**src/rtl/mem_port_arbiter_if.sv**
```systemverilog
// Signal bundle between the IF/MEM requesters, the shared memory and the port arbiter.
// slave is the arbiter side; master is the pipeline/memory side that drives requests and ready.
interface mem_port_arbiter_if #(
   parameter int unsigned ADDR_W = 32,
   parameter int unsigned DATA_W = 32
);
   // Fetch requester
   logic              if_req;
   logic [ADDR_W-1:0] if_addr;
   logic [DATA_W-1:0] if_rdata;
   logic              if_valid;

   // Load/store requester
   logic              dm_req;
   logic              dm_we;
   logic [ADDR_W-1:0] dm_addr;
   logic [DATA_W-1:0] dm_wdata;
   logic [3:0]        dm_be;
   logic [DATA_W-1:0] dm_rdata;
   logic              dm_valid;

   // Pipeline control
   logic              pcsrc_e;
   logic              stall_if;
   logic              stall_mem;

   // Memory side
   logic              mem_req;
   logic              mem_we;
   logic [ADDR_W-1:0] mem_addr;
   logic [DATA_W-1:0] mem_wdata;
   logic [3:0]        mem_be;
   logic              mem_ready;
   logic [DATA_W-1:0] mem_rdata;
   logic              bus_err;

   modport slave (
      input  if_req, if_addr, dm_req, dm_we, dm_addr, dm_wdata, dm_be, pcsrc_e,
             mem_ready, mem_rdata,
      output if_rdata, if_valid, dm_rdata, dm_valid, stall_if, stall_mem,
             mem_req, mem_we, mem_addr, mem_wdata, mem_be, bus_err
   );

   modport master (
      output if_req, if_addr, dm_req, dm_we, dm_addr, dm_wdata, dm_be, pcsrc_e,
             mem_ready, mem_rdata,
      input  if_rdata, if_valid, dm_rdata, dm_valid, stall_if, stall_mem,
             mem_req, mem_we, mem_addr, mem_wdata, mem_be, bus_err
   );
endinterface

```
**src/rtl/mem_port_arbiter.sv**
```systemverilog
// Arbitrates one single-ported unified memory between fetch (IF) and load/store (MEM).
// Data beats fetch; a taken branch kills a pending/in-flight fetch; a wait timeout raises bus_err.
module mem_port_arbiter #(
   parameter int unsigned ADDR_W   = 32,
   parameter int unsigned DATA_W   = 32,
   parameter int unsigned MAX_WAIT = 15
) (
   input logic               clk,
   input logic               rst_n,
   mem_port_arbiter_if.slave bus
);

   typedef enum logic [1:0] {
      StIdle  = 2'd0,
      StIWait = 2'd1,
      StDWait = 2'd2
   } state_e;

   // Counter value on the last not-ready cycle that is still tolerated.
   localparam logic [7:0] WaitLast = 8'(MAX_WAIT - 1);

   state_e            state_q,     state_d;
   logic [7:0]        wait_cnt_q,  wait_cnt_d;
   logic              drop_q,      drop_d;
   logic              mem_req_q,   mem_req_d;
   logic              mem_we_q,    mem_we_d;
   logic [ADDR_W-1:0] mem_addr_q,  mem_addr_d;
   logic [DATA_W-1:0] mem_wdata_q, mem_wdata_d;
   logic [3:0]        mem_be_q,    mem_be_d;
   logic [DATA_W-1:0] if_rdata_q,  if_rdata_d;
   logic              if_valid_q,  if_valid_d;
   logic [DATA_W-1:0] dm_rdata_q,  dm_rdata_d;
   logic              dm_valid_q,  dm_valid_d;
   logic              bus_err_q,   bus_err_d;

   logic              dm_grant;
   logic              if_grant;
   logic              drop_now;
   logic              done;
   logic              timeout;
   logic [DATA_W-1:0] rdata_sel;

   // A requester whose valid pulses this cycle is ignored until it re-presents next cycle.
   assign dm_grant = bus.dm_req & ~dm_valid_q;
   assign if_grant = bus.if_req & ~if_valid_q & ~bus.pcsrc_e;

   always_ff @(posedge clk or negedge rst_n) begin
      if (!rst_n) begin
         state_q     <= StIdle;
         wait_cnt_q  <= 8'd0;
         drop_q      <= 1'b0;
         mem_req_q   <= 1'b0;
         mem_we_q    <= 1'b0;
         mem_addr_q  <= '0;
         mem_wdata_q <= '0;
         mem_be_q    <= 4'h0;
         if_rdata_q  <= '0;
         if_valid_q  <= 1'b0;
         dm_rdata_q  <= '0;
         dm_valid_q  <= 1'b0;
         bus_err_q   <= 1'b0;
      end else begin
         state_q     <= state_d;
         wait_cnt_q  <= wait_cnt_d;
         drop_q      <= drop_d;
         mem_req_q   <= mem_req_d;
         mem_we_q    <= mem_we_d;
         mem_addr_q  <= mem_addr_d;
         mem_wdata_q <= mem_wdata_d;
         mem_be_q    <= mem_be_d;
         if_rdata_q  <= if_rdata_d;
         if_valid_q  <= if_valid_d;
         dm_rdata_q  <= dm_rdata_d;
         dm_valid_q  <= dm_valid_d;
         bus_err_q   <= bus_err_d;
      end
   end

   always_comb begin
      state_d     = state_q;
      wait_cnt_d  = wait_cnt_q;
      drop_d      = drop_q;
      mem_req_d   = mem_req_q;
      mem_we_d    = mem_we_q;
      mem_addr_d  = mem_addr_q;
      mem_wdata_d = mem_wdata_q;
      mem_be_d    = mem_be_q;
      if_rdata_d  = if_rdata_q;
      if_valid_d  = 1'b0;
      dm_rdata_d  = dm_rdata_q;
      dm_valid_d  = 1'b0;
      bus_err_d   = 1'b0;
      drop_now    = 1'b0;
      done        = 1'b0;
      timeout     = 1'b0;
      rdata_sel   = '0;

      case (state_q)
         StIdle: begin
            wait_cnt_d = 8'd0;
            drop_d     = 1'b0;
            if (dm_grant) begin
               state_d     = StDWait;
               mem_req_d   = 1'b1;
               mem_we_d    = bus.dm_we;
               mem_addr_d  = bus.dm_addr;
               mem_wdata_d = bus.dm_wdata;
               mem_be_d    = bus.dm_we ? bus.dm_be : 4'hF;
            end else if (if_grant) begin
               state_d    = StIWait;
               mem_req_d  = 1'b1;
               mem_we_d   = 1'b0;
               mem_addr_d = bus.if_addr;
               mem_be_d   = 4'hF;
            end
         end

         StIWait, StDWait: begin
            // A flush in the completing cycle still suppresses the fetch result.
            drop_now = drop_q | ((state_q == StIWait) & bus.pcsrc_e);
            drop_d   = drop_now;
            if (bus.mem_ready) begin
               done      = 1'b1;
               rdata_sel = bus.mem_rdata;
            end else if (wait_cnt_q == WaitLast) begin
               done      = 1'b1;
               timeout   = 1'b1;
               bus_err_d = 1'b1;
            end else begin
               wait_cnt_d = wait_cnt_q + 8'd1;
            end

            if (done) begin
               state_d    = StIdle;
               mem_req_d  = 1'b0;
               wait_cnt_d = 8'd0;
               drop_d     = 1'b0;
               if (state_q == StIWait) begin
                  if (!drop_now) begin
                     if_valid_d = 1'b1;
                     if_rdata_d = rdata_sel;
                  end
               end else begin
                  dm_valid_d = 1'b1;
                  if (!mem_we_q || timeout) begin
                     dm_rdata_d = rdata_sel;
                  end
               end
            end
         end

         default: begin
            state_d   = StIdle;
            mem_req_d = 1'b0;
         end
      endcase
   end

   always_comb begin
      bus.mem_req   = mem_req_q;
      bus.mem_we    = mem_we_q;
      bus.mem_addr  = mem_addr_q;
      bus.mem_wdata = mem_wdata_q;
      bus.mem_be    = mem_be_q;
      bus.if_rdata  = if_rdata_q;
      bus.if_valid  = if_valid_q;
      bus.dm_rdata  = dm_rdata_q;
      bus.dm_valid  = dm_valid_q;
      bus.bus_err   = bus_err_q;
      bus.stall_if  = bus.if_req & ~if_valid_q;
      bus.stall_mem = bus.dm_req & ~dm_valid_q;
   end

endmodule
```
**src/flat_wrapper.sv**
```systemverilog
// flat-port wrapper written by rule: the top's interface ports become plain ports
module mem_port_arbiter_flat 
#(
   parameter int unsigned ADDR_W   = 32,
   parameter int unsigned DATA_W   = 32,
   parameter int unsigned MAX_WAIT = 15
)
  (clk, rst_n, bus_if_req, bus_if_addr, bus_dm_req, bus_dm_we, bus_dm_addr, bus_dm_wdata, bus_dm_be, bus_pcsrc_e, bus_mem_ready, bus_mem_rdata, bus_if_rdata, bus_if_valid, bus_dm_rdata, bus_dm_valid, bus_stall_if, bus_stall_mem, bus_mem_req, bus_mem_we, bus_mem_addr, bus_mem_wdata, bus_mem_be, bus_bus_err);
  mem_port_arbiter_if #(.ADDR_W(ADDR_W), .DATA_W(DATA_W)) bus_i ();
  input logic clk;
  input logic rst_n;
  input wire logic [$bits(bus_i.if_req)-1:0] bus_if_req;
  input wire logic [$bits(bus_i.if_addr)-1:0] bus_if_addr;
  input wire logic [$bits(bus_i.dm_req)-1:0] bus_dm_req;
  input wire logic [$bits(bus_i.dm_we)-1:0] bus_dm_we;
  input wire logic [$bits(bus_i.dm_addr)-1:0] bus_dm_addr;
  input wire logic [$bits(bus_i.dm_wdata)-1:0] bus_dm_wdata;
  input wire logic [$bits(bus_i.dm_be)-1:0] bus_dm_be;
  input wire logic [$bits(bus_i.pcsrc_e)-1:0] bus_pcsrc_e;
  input wire logic [$bits(bus_i.mem_ready)-1:0] bus_mem_ready;
  input wire logic [$bits(bus_i.mem_rdata)-1:0] bus_mem_rdata;
  output wire logic [$bits(bus_i.if_rdata)-1:0] bus_if_rdata;
  output wire logic [$bits(bus_i.if_valid)-1:0] bus_if_valid;
  output wire logic [$bits(bus_i.dm_rdata)-1:0] bus_dm_rdata;
  output wire logic [$bits(bus_i.dm_valid)-1:0] bus_dm_valid;
  output wire logic [$bits(bus_i.stall_if)-1:0] bus_stall_if;
  output wire logic [$bits(bus_i.stall_mem)-1:0] bus_stall_mem;
  output wire logic [$bits(bus_i.mem_req)-1:0] bus_mem_req;
  output wire logic [$bits(bus_i.mem_we)-1:0] bus_mem_we;
  output wire logic [$bits(bus_i.mem_addr)-1:0] bus_mem_addr;
  output wire logic [$bits(bus_i.mem_wdata)-1:0] bus_mem_wdata;
  output wire logic [$bits(bus_i.mem_be)-1:0] bus_mem_be;
  output wire logic [$bits(bus_i.bus_err)-1:0] bus_bus_err;
  assign bus_i.if_req = bus_if_req;
  assign bus_i.if_addr = bus_if_addr;
  assign bus_i.dm_req = bus_dm_req;
  assign bus_i.dm_we = bus_dm_we;
  assign bus_i.dm_addr = bus_dm_addr;
  assign bus_i.dm_wdata = bus_dm_wdata;
  assign bus_i.dm_be = bus_dm_be;
  assign bus_i.pcsrc_e = bus_pcsrc_e;
  assign bus_i.mem_ready = bus_mem_ready;
  assign bus_i.mem_rdata = bus_mem_rdata;
  assign bus_if_rdata = bus_i.if_rdata;
  assign bus_if_valid = bus_i.if_valid;
  assign bus_dm_rdata = bus_i.dm_rdata;
  assign bus_dm_valid = bus_i.dm_valid;
  assign bus_stall_if = bus_i.stall_if;
  assign bus_stall_mem = bus_i.stall_mem;
  assign bus_mem_req = bus_i.mem_req;
  assign bus_mem_we = bus_i.mem_we;
  assign bus_mem_addr = bus_i.mem_addr;
  assign bus_mem_wdata = bus_i.mem_wdata;
  assign bus_mem_be = bus_i.mem_be;
  assign bus_bus_err = bus_i.bus_err;
  mem_port_arbiter #(.ADDR_W(ADDR_W), .DATA_W(DATA_W), .MAX_WAIT(MAX_WAIT)) u_core (.clk(clk), .rst_n(rst_n), .bus(bus_i));
endmodule
```
**config.mk**
```make
export PLATFORM = sky130hd
export DESIGN_NAME = mem_port_arbiter_flat
export DESIGN_NICKNAME = d
export VERILOG_FILES = /design/src/rtl/mem_port_arbiter_if.sv /design/src/rtl/mem_port_arbiter.sv /design/src/flat_wrapper.sv
export SDC_FILE = /design/constraint.sdc
export NUM_CORES = 1
export LEC_CHECK = 0
export BUFFER_PORTS_ARGS = -buffer_cell sky130_fd_sc_hd__clkbuf_2
export CAP_MARGIN = 20
export CORE_MARGIN = 3
export CORE_UTILIZATION = 51
export CTS_BUF_LIST = sky130_fd_sc_hd__clkbuf_16
export CTS_CLUSTER_SIZE = 40
export DETAILED_ROUTE_END_ITERATION = 8
export PLACE_DENSITY_LB_ADDON = 0.25
export SLEW_MARGIN = 20
export SYNTH_ARGS = -nofsm -noshare
export SYNTH_HDL_FRONTEND = slang
export SYNTH_SLANG_ARGS = --single-unit
```
**constraint.sdc**
```tcl
create_clock -name clk -period 5.1 [get_ports clk]
set_input_delay 0.255 -clock clk [delete_from_list [all_inputs] [get_ports clk]]
set_output_delay 0.255 -clock clk [all_outputs]
set_load 0.02 [all_outputs]
```
# == After elaboration in Yosys (flattened, before gate mapping) ==
# Index checks and enable logic that the tools add are counted.
# op_classes
mux,35
bitwise_logic,10
eq_ne,7
addsub,1
n_reduce_logical,12
# op_table
operator,n
$mux 32,3
$mux 8,3
$mux 1,19
$pmux 8 s2,1
$mux 4,3
$add 8x1->8 const B,1
$eq 8x4->1 const B,1
$reduce_and 4->1,2
$mux 2,3
$ne 3x2->1 const B,2
$reduce_and 2->1,3
$not 1->1,5
$and 1x1->1,4
$pmux 1 s2,2
$pmux 2 s2,1
$reduce_bool 2->1,2
$ne 3x3->1 const B,1
$reduce_and 3->1,1
$eq 2x1->1 const B,1
$eq 2x2->1 const B,1
$logic_not 2->1,1
$ne 2x1->1 const B,1
$reduce_or 2->1,1
$logic_not 1->1,1
2 further kinds,2
# totals
regBits,148
inputBits,139
wordCells,78
out_inout_bits,139

# == Depth between registers and ports, before layout ==
# Gate-level depths: netlist of run 1.
# logic_depth
word_depth,7
mapped_depth,7
depth_no_buf,6

# == Worst setup path after synthesis of run 1 ==
# Ideal clock, no wire load.
# synth_timing
path_kind,register -> register
start,register u_core.wait_cnt_q[0]
end,"register u_core.if_rdata_q[0], in the netlist u_core.bus.if_rdata[0]"
n_path_buf,1
period_less_slack_ps,1687
path_stages_with_launch,8
arrival_ps,1566
slack_ps,3413
required_time_ps,4978
cell_sequence,dfrtp_1 inv_1 ha_1 nand4b_4 nor4_4 o21ai_4 buf_6 a32o_1
# synth_via
elab_chain_cells,5
# synth_lines
item,line_no,source
from (decl),mem_port_arbiter.sv:23,"logic [7:0] wait_cnt_q, wait_cnt_d;"
from (signal assigned),mem_port_arbiter.sv:64,wait_cnt_q <= wait_cnt_d;
$eq 8x4->1,mem_port_arbiter.sv:125,end else if (wait_cnt_q == WaitLast) begin
$mux 1,mem_port_arbiter.sv:125,
$mux 1,mem_port_arbiter.sv:122,if (bus.mem_ready) begin
$mux 1,mem_port_arbiter.sv:98,case (state_q)
$reduce_and 4->1 (no source line),-,
to (signal assigned),mem_port_arbiter.sv:71,if_rdata_q <= if_rdata_d;
to (decl),mem_port_arbiter.sv:30,"logic [DATA_W-1:0] if_rdata_q, if_rdata_d;"
# Every way passes these cells. The select of a mux whose other input is x is not followed.
# A chain may end at the register's enable or synchronous reset.

# == Final worst setup path of run 1 ==
# layout_timing
start,register u_core.state_q[0]
end,"register u_core.if_rdata_q[29], in the netlist u_core.bus.if_rdata[29]"
# layout_via
elab_chain_cells,5
elab_cells_between_ends,7
cone_classes,eq/ne: 2; bitwise: 3; reduce/logical: 2
# layout_lines
item,line_no,source
from (decl),mem_port_arbiter.sv:22,"state_e state_q, state_d;"
from (signal assigned),mem_port_arbiter.sv:49,state_q <= StIdle;
from (signal assigned),mem_port_arbiter.sv:63,state_q <= state_d;
$eq 2x1->1,"mem_port_arbiter.sv:98, mem_port_arbiter.sv:120, mem_port_arbiter.sv:138",
$and 1x1->1,mem_port_arbiter.sv:120,drop_now = drop_q | ((state_q == StIWait) & bus.pcsrc_e);
$or 1x1->1,mem_port_arbiter.sv:120,
$not 1->1 (no source line),-,
$reduce_and 4->1 (no source line) *,-,
# Mark *: on every way between the ends. The rest lies on a longest branch, timed or not.

==> results of run 1 <==
==> power by group through the flow <==
| stage | clock network [mW] | logic, mW | registers [mW] |
|---|---|---|---|
| floorplan | 0 | 0.868 | 2.58 |
| global placement | 0 | 2.24 | 1.98 |
| detailed placement | 0 | 2.33 | 2.00 |
| CTS | 1.23 | 2.34 | 1.99 |
| global route | 1.29 | 2.49 | 2.05 |
| finish | 1.21 | 2.31 | 1.99 |
==> state kept, by name (all words and copies together) (netlist names) <==
name / cells
u_core.bus.dm_rdata: 32
u_core.bus.if_rdata: 32
u_core.bus.mem_addr: 32
u_core.bus.mem_wdata: 32
u_core.wait_cnt_q: 8
u_core.bus.mem_be: 4
u_core.state_q: 2
u_core.bus.bus_err: 1
u_core.bus.dm_valid: 1
u_core.bus.if_valid: 1
u_core.bus.mem_req: 1
u_core.bus.mem_we: 1
u_core.drop_q: 1
==> layout make-up <==
cell class | count | area, sq um | area share
sequential | 148 | 3700 | 0.454
multi-input combinational | 265 | 2190 | 0.269
timing repair buffer | 285 | 1480 | 0.181
clock buffer | 17 | 425 | 0.0522
tap | 143 | 179 | 0.0219
clock inverter | 15 | 155 | 0.0190
inverter | 7 | 26.3 | 0.00322
==> worst paths after layout <==
| kind | to | cells after the start |
|---|---|---|
| hold reg to reg | u_core.bus.mem_addr[4] | 2 |
| min in group asynchronous | u_core.bus.dm_rdata[9] | 2 |
| setup / recovery | u_core.bus.if_rdata[29] | 6 |
| max in group asynchronous | u_core.bus.dm_rdata[29] | 3 |
| setup reg to reg | u_core.bus.if_rdata[29] | 6 |
| hold / removal | u_core.bus.mem_be[0] | 2 |
==> metal layers <==
metal / part of all wire / wire, um
met5: 0 / 0
met4: 0.022 / 342
met3: 0.081 / 1290
met2: 0.50 / 7880
met1: 0.40 / 6370
==> cells by family (layout without fill, tap and decap cells) <==
family	Yosys count	after routing	share of synthesized area
adders and majority gates	6	6	0.0124
buffers and inverters	43	324	0.0358
muxes	64	64	0.112
AOI/OAI and AO/OA	118	118	0.164
xor gates and xnor gates	2	2	0.00288
DFF	148	148	0.609
and+or+nand+nor	75	75	0.0632
==> cell usage in the layout (no fill, tap or decap), types with 7 or more instances in the layout <==
master,count
mux2_2,32
a32o_1,64
nand3_1,9
o21ai_0,36
clkbuf_2,276
nor2_1,8
inv_1,7
dfrtp_1,148
clkbuf_16,17
mux2i_1,32
nand2_1,41
==> stage by stage <==
step	setup slack [ns]	cells	hold WS, ns	power (mW)
after CTS	2.93	880	0.0333	5.57
after global routing	2.77	880	0.0473	5.83
after detailed placement	2.95	847	0.364	4.34
after floorplan	3.41	456	-0.0406	3.45
final	2.92	880	0.0512	5.52
after global placement	2.94	846	0.361	4.22
==> what timing repair did <==
item | 4_1_cts | 5_1_grt
hold buffers | 1 | 0
setup endpoints to repair | 0 | 0
hold endpoints to repair | 87 | 0
==> run_results.csv, run 1 <==
group,metric,value,unit
route,drtAntennaViolNets,0,
final_layout,nFillCells,830,
sta,fmax,459,MHz
cts,cts.sinks,148,
min_path,hp-start,"bus_dm_be[0]",
final_layout,area_growth,34.2,%
sta,finalClockSkew,0.00966,ns
pwr,power_frac_comb,0.419,
logic_synthesis,synth_most_common_cell,"dfrtp_1",
cts,root_buffer,"clkbuf_16",
setup_path,r2r_slack,2.92,ns
cts,clock_latency,0.42,ns
die,start_util,0.528,
die,fp.dieArea,13300,sq um
setup_path,worstSetupEndpointType,"register",
grt,grt_util_met3,0.0737,
setup_path,critical_path.top_delay_family,"compound AO/OA/AOI/OAI gates",
route,drc,0,
sta,tns,0,ns
pwr,peakVddDrop,0.000456,V
setup_path,path_cells,"inv_1, ha_1, nor4bb_4, buf_4, o21ai_4, a32o_1",
setup_path,reg2reg_from,"u_core.state_q[0]",
placed_design,portBuffers,277,
sta,fin_crit,2.18,ns
logic_synthesis,yosys-top-cells-area,"dfrtp_1 61%, a32o_1 11%, mux2_2 5.9%",
grt,grt_pass1_vias,4802,
setup_path,cp.arrival,2.48,ns
setup_path,startpoint_type,"register",
cts,cts_max_level,4,
logic_synthesis,netlist_area,6080,sq um
run,drv_cap,0,
grt,gr-usage-met2,0.387,
die,io_pins,278,
final_layout,drive_gt1_frac,0.490,
pwr,power_density,677,nW/um^2
pwr,clockPowerShare,0.220,
logic_synthesis,ys_seq_area_frac,0.609,
route,wirelength,15900,um
grt,grt_max_degree,89,
logic_synthesis,synth_warnings,0,
status,outcome,"finished clean",
logic_synthesis,synthCells,456,
logic_synthesis,yosysTopAreaCellShare,0.609,
setup_path,path_max_fanout,33,
placed_design,place_area,7560,sq um
sta,rsz0062_at_grt,"no",
grt,groute.usage.overall,0.236,
route,wl_per_cell,18.0,um
grt,antenna_found_initial,0,
cts,cts_tree,"built",
pwr,p_sw,2.21,mW
sta,worst_pin_slew,0.940,ns
sta,slew_headroom,0.371,
grt,grt_pass1_wl,24000,um
setup_path,path_buf_inv,2,
die,die_height,115,um
sta,setup_viol,0,
grt,busiest_layer,"met2",
sta,finalCritPeriodShare,0.427,
final_layout,fin_area,8160,sq um
cts,post_cts_buffers,0,
cts,ctsLongestPathBuffers,2,
sta,drv_slew,0,
logic_synthesis,synth_flop_cell,"dfrtp_1",
logic_synthesis,synth_common_cells,"148 x dfrtp_1, 64 x a32o_1, 41 x nand2_1",
cts,cts_resized,0,
route,dr.pass1.iters,5,
die,core,11500,sq um
setup_path,crit_start,"u_core.state_q[0]",
final_layout,final_core_util,0.708,
pwr,sw_frac_of_total,0.400,
route,drt_iter0_markers,496,
logic_synthesis,synth_edf_count,0,
logic_synthesis,async_reset_ff_frac,1.00,
logic_synthesis,synth_cell_types,37,
pwr,pwr-share-seq,0.361,
cts,cts_inserted_buffers,17,
route,via_per_inst,5.50,
setup_path,cp_slowest_cell,"dfrtp_1",
logic_synthesis,syn_nets,601,
sta,hold_viol,0,
cts,clk_pin_slew,0.06,ns
setup_path,critical_path_class,"register to register",
die,std_cell_rows,39,
setup_path,cp_slowest_stage_delay,0.40,ns
grt,use_met1,0.293,
logic_synthesis,ys_ff_latch,148,
final_layout,n_antenna_cell,0,
pwr,p_int,3.31,mW
setup_path,crit_required,5.40,ns
pwr,p_leak,4.15,nW
min_path,hold_path_class,"primary input to register",
route,vias,4839,
grt,grt_overflow,0,
die,die_w,115,um
placed_design,place_congestion,0.778,
placed_design,hpwlAfterDp,11400,um
logic_synthesis,syn_area_per_cell,13.3,sq um
logic_synthesis,synth_area_leader_cell,"dfrtp_1",
final_layout,nNetsFinal,869,
No activity file was read; power rests on OpenSTA's default activity.
==> run 2: changes to the inputs <==
--- a/config.mk
+++ b/config.mk
@@ -8,7 +8,7 @@
 export BUFFER_PORTS_ARGS = -buffer_cell sky130_fd_sc_hd__clkbuf_2
 export CAP_MARGIN = 20
 export CORE_MARGIN = 3
-export CORE_UTILIZATION = 51
+export CORE_UTILIZATION = 47
 export CTS_BUF_LIST = sky130_fd_sc_hd__clkbuf_16
 export CTS_CLUSTER_SIZE = 40
 export DETAILED_ROUTE_END_ITERATION = 8
==> constraint.sdc (replaced) <==
create_clock -name clk -period 2.2 [get_ports clk]
set_input_delay 0.11 -clock clk [delete_from_list [all_inputs] [get_ports clk]]
set_output_delay 0.11 -clock clk [all_outputs]
set_load 0.02 [all_outputs]
==> run_results.csv, run 2 (synthesis gave the netlist of run 1 again) <==
group,metric,value,unit
pwr,clockPowerShare,0.225,
sta,finalWorstSetupSlack,0.0639,ns
pwr,pwr-share-seq,0.346,
pwr,p_int,8.20,mW
final_layout,drive_gt1_frac,0.424,
die,start_util,0.494,
cts,cts_tree,"built",
cts,post_cts_buffers,0,
placed_design,place_area,7650,sq um
placed_design,place_congestion,0.775,
route,vias,5654,
cts,cts_max_level,4,
grt,grt_max_degree,65,
cts,clock_latency,0.42,ns
run,drv_cap,0,
sta,holdWs,0.00867,ns
sta,slew_headroom,0.383,
pwr,sw_frac_of_total,0.397,
die,fp.dieArea,14300,sq um
final_layout,fin_area,9370,sq um
sta,worst_pin_slew,0.922,ns
die,die_height,120,um
final_layout,layout_common_cells,"276 x clkbuf_2, 148 x dfrtp_1, 106 x dlygate4sd3_1",
pwr,peakVddDrop,0.000937,V
sta,drv_slew,0,
placed_design,pre_cts_ws,0.232,ns
grt,groute.usage.overall,0.290,
route,via_per_inst,5.58,
grt,grt_overflow,0,
final_layout,nNetsFinal,977,
cts,cts_inserted_buffers,17,
cts,clk_pin_slew,0.06,ns
grt,antenna_found_initial,1,
setup_path,critical_path_class,"register to register",
sta,tns,0,ns
sta,finalClockSkew,0.00833,ns
cts,ctsLongestPathBuffers,2,
pwr,p_leak,4.66,nW
placed_design,portBuffers,277,
pwr,power_frac_comb,0.429,
cts,cts.sinks,148,
status,outcome,"finished clean",
route,drt_iter0_markers,468,
sta,finalCritPeriodShare,0.971,
final_layout,nFillCells,744,
final_layout,final_core_util,0.761,
grt,grt_pass1_wl,32000,um
setup_path,crit_required,2.44,ns
sta,fin_crit,2.14,ns
die,std_cell_rows,40,
setup_path,worstSetupEndpointType,"register",
pwr,p_sw,5.39,mW
final_layout,mostFrequentLayoutCell,"clkbuf_2",
route,drc,0,
setup_path,cp.arrival,2.38,ns
min_path,hold_path_class,"primary input to register",
sta,setup_viol,0,
sta,rsz0062_at_grt,"no",
sta,hold_viol,0,
pwr,power_density,1450,nW/um^2
die,core,12300,sq um
setup_path,startpoint_type,"register",
die,die_w,120,um
final_layout,multi_input_comb_area,2190,sq um
route,wl_per_cell,20.5,um
placed_design,hpwlAfterDp,12300,um
route,dr.pass1.iters,5,
cts,root_buffer,"clkbuf_16",
route,wirelength,20700,um
route,drtAntennaViolNets,0,
final_layout,register_area,3700,sq um
grt,grt_pass1_vias,5970,
die,io_pins,278,
sta,fmax,468,MHz
setup_path,path_max_fanout,17,
final_layout,area_growth,54.1,%
[run 2: final cells by class]
| type | instances | area share |
|---|---|---|
| antenna | 1 | 0.000267 |
| clock buffer | 17 | 0.0454 |
| clock inverter | 14 | 0.0206 |
| inverter | 7 | 0.00280 |
| multi-input combinational | 265 | 0.234 |
| sequential | 148 | 0.395 |
| tap | 168 | 0.0224 |
| timing repair buffer | 393 | 0.279 |
[run 2: layer usage]
layer | GRT usage | vias to the layer above | share of wire
met5 | 0 | - | 0
met4 | 0.148 | 0 | 0.044
met3 | 0.0811 | 68 | 0.073
met2 | 0.512 | 321 | 0.53
met1 | 0.319 | 2786 | 0.35
li1 | - | 2479 | -
[run 2: power by group through the flow]
stage	clock (mW)	sequential, mW	combinational [mW]
2_1_floorplan	0	5.99	2.01
3_3_place_gp	0	4.59	5.27
3_5_place_dp	0	4.64	5.47
4_1_cts	3.07	4.62	5.67
5_1_grt	3.22	4.82	6.19
6_report	3.06	4.71	5.83
[run 2: metrics by stage]
step | power (mW) | instances
final | 13.6 | 1013
after global routing | 14.2 | 1013
after CTS | 13.4 | 1011
after detailed placement | 10.1 | 874
after global placement | 9.87 | 873
after floorplan | 8.00 | 456
[run 2: final timing paths]
check | from | end | slack, ns | cells after the start
worst min-delay path | bus_if_addr[22] | u_core.bus.mem_addr[22] | 0.009 | 3
max in group asynchronous | rst_n | u_core.bus.if_rdata[20] | 1.28 | 3
worst max register to register | u_core.bus.dm_valid | u_core.bus.mem_addr[16] | 0.06 | 5
worst max-delay path | u_core.bus.dm_valid | u_core.bus.mem_addr[16] | 0.06 | 5
min in group asynchronous | rst_n | u_core.bus.dm_rdata[0] | 0.26 | 2
worst min register to register | u_core.bus.mem_addr[20] | u_core.bus.mem_addr[20] | 0.49 | 2
[run 2: critical path: stages (launching register included)]
cell and delay (ns):
dfrtp_1 0.41, nor2b_4 0.29, buf_12 0.22, mux2i_1 0.27, dlygate4sd3_1 0.63, o21ai_0 0.14
[run 2: repair_timing]
action | CTS | global route
gates resized for setup | 0 | 4
setup endpoints to repair | 0 | 16
hold buffers | 106 | 0
endpoints found under the hold margin | 180 | 0
==> run 3: changes to the inputs <==
--- a/config.mk
+++ b/config.mk
@@ -8,12 +8,11 @@
 export BUFFER_PORTS_ARGS = -buffer_cell sky130_fd_sc_hd__clkbuf_2
 export CAP_MARGIN = 20
 export CORE_MARGIN = 3
-export CORE_UTILIZATION = 47
+export CORE_UTILIZATION = 45
 export CTS_BUF_LIST = sky130_fd_sc_hd__clkbuf_16
 export CTS_CLUSTER_SIZE = 40
 export DETAILED_ROUTE_END_ITERATION = 8
-export PLACE_DENSITY_LB_ADDON = 0.25
-export SLEW_MARGIN = 20
+export PLACE_DENSITY = 0.77
 export SYNTH_ARGS = -nofsm -noshare
 export SYNTH_HDL_FRONTEND = slang
 export SYNTH_SLANG_ARGS = --single-unit
==> run_results.csv, run 3 (synthesis gave the netlist of run 1 again) <==
group,metric,value,unit
status,outcome,"finished clean",
cts,cts_tree,"built",
die,die_w,122,um
sta,fin_crit,2.10,ns
min_path,holdPathEnd,"u_core.bus.mem_addr[20]",
sta,drv_slew,0,
cts,clock_latency,0.42,ns
route,drc,0,
sta,setup_viol,0,
setup_path,critical_path_class,"register to register",
sta,fmax,477,MHz
final_layout,mostFrequentLayoutCell,"clkbuf_2",
min_path,hold_path_class,"primary input to register",
die,core,12900,sq um
final_layout,nFillCells,863,
route,via_per_inst,5.42,
min_path,hp-start,"bus_dm_addr[20]",
grt,groute.usage.overall,0.260,
final_layout,drive_gt1_frac,0.426,
sta,slew_headroom,0.321,
setup_path,cp_slowest_stage_delay,0.60,ns
pwr,peakVddDrop,0.000706,V
setup_path,crit_required,2.43,ns
setup_path,reg2reg_from,"u_core.bus.dm_valid",
final_layout,area_growth,55.5,%
cts,ctsLongestPathBuffers,2,
final_layout,register_area,3700,sq um
grt,grt_overflow,0,
cts,clk_pin_slew,0.06,ns
grt,antenna_found_initial,0,
setup_path,path_cells,"nor2b_4, buf_8, mux2i_1, dlygate4sd3_1, o21ai_0",
route,wl_per_cell,19.2,um
sta,finalWorstSetupSlack,0.103,ns
pwr,power_density,1440,nW/um^2
run,drv_cap,0,
route,wirelength,19700,um
die,io_pins,278,
grt,grt_pass1_vias,5883,
grt,grt_max_degree,73,
placed_design,hpwlAfterDp,12500,um
die,std_cell_rows,41,
cts,cts_max_level,4,
min_path,holdPathStages,3,
setup_path,ff2ff_path_depth,5,
cts,cts.sinks,148,
cts,cts_inserted_buffers,17,
cts,root_buffer,"clkbuf_16",
sta,worst_pin_slew,1.01,ns
setup_path,r2r_slack,0.10,ns
sta,finalCritPeriodShare,0.953,
die,die_height,122,um
setup_path,path_max_fanout,37,
grt,grt_pass1_wl,30100,um
die,start_util,0.470,
route,dr.pass1.iters,6,
die,fp.dieArea,14900,sq um
placed_design,place_congestion,0.878,
setup_path,cp.arrival,2.33,ns
setup_path,reg2reg_to,"u_core.bus.mem_addr[7]",
sta,finalClockSkew,0.00957,ns
final_layout,nNetsFinal,984,
sta,tns,0,ns
route,drtAntennaViolNets,0,
final_layout,final_core_util,0.731,
route,drt_iter0_markers,354,
sta,hold_viol,0,
sta,rsz0062_at_grt,"no",
placed_design,portBuffers,277,
pwr,p_leak,4.67,nW
placed_design,pre_cts_ws,0.251,ns
final_layout,layout_common_cells,"276 x clkbuf_2, 148 x dfrtp_1, 113 x dlygate4sd3_1",
final_layout,multi_input_comb_area,2190,sq um
route,vias,5560,
setup_path,startpoint_type,"register",
setup_path,cp_slowest_cell,"dlygate4sd3_1",
setup_path,worstSetupEndpointType,"register",
run 3: changes by cell type in the layout (fill, tap and decap cells not counted), sizes merged:
cell,delta
buf,+1
inv,+2
clkbuf,-1
clkinvlp,+5
dlygate4sd3,+7
clkinv,-6
run 3: cell type report:
class / count / share of cell area
multi-input cells: 265 / 0.232
well taps: 172 / 0.0228
inverters: 7 / 0.00278
clock buffers: 17 / 0.0450
clock inverters: 15 / 0.0242
flip-flops and latches: 148 / 0.392
repair buffers: 400 / 0.281
diodes: 1 / 0.000265
run 3: worst max-delay path by stage:
stage                                         end            startpoint  slack (ns)  depth (start not counted)
after CTS                  u_core.bus.mem_addr[7]   u_core.bus.dm_valid        0.07                          5
after global routing       u_core.bus.mem_addr[7]   u_core.bus.dm_valid       0.005                          5
after detailed placement  u_core.bus.dm_rdata[30]  u_core.wait_cnt_q[0]        0.25                          6
after global placement    u_core.bus.if_rdata[27]  u_core.wait_cnt_q[0]        0.33                          6
final                      u_core.bus.mem_addr[7]   u_core.bus.dm_valid        0.10                          5
after floorplan            u_core.bus.if_rdata[0]  u_core.wait_cnt_q[0]        0.51                          7
run 3: routing by layer:
metal,global-route usage,part of all wire
met5,0,0
met2,0.459,0.51
met4,0.118,0.034
met3,0.0641,0.082
met1,0.300,0.38
run 3: worst max-delay path, delay by kind of cell, from the launching register on:
kind | cells | cell delay (ns)
flops | 1 | 0.43
mux | 1 | 0.26
buf+inv | 2 | 0.93
simple gates | 1 | 0.18
compound gates | 1 | 0.10
run 3: stage by stage:
step | std cells | hold slack [ns] | instance area (sq um) | power [mW]
2_1_floorplan | 456 | -0.186 | 6080 | 8.00
3_3_place_gp | 879 | 0.162 | 7650 | 9.89
3_5_place_dp | 879 | 0.169 | 7650 | 10.1
4_1_cts | 1024 | 0.0000575 | 9440 | 13.5
5_1_grt | 1024 | 0.0154 | 9450 | 14.3
6_report | 1025 | 0.0145 | 9450 | 13.6
run 3: report_power, final:
part | total, mW | internal [mW] | switching (mW)
sequential | 4.68 | 3.93 | 0.757
combinational | 5.71 | 2.28 | 3.43
clock | 3.17 | 2.02 | 1.15
run 3: repair_timing:
item | 4_1_cts | 5_1_grt
setup endpoints to repair | 0 | 19
resized for setup | 0 | 3
setup buffers | 0 | 0
hold buffers | 113 | 0
hold endpoints to repair | 191 | 0
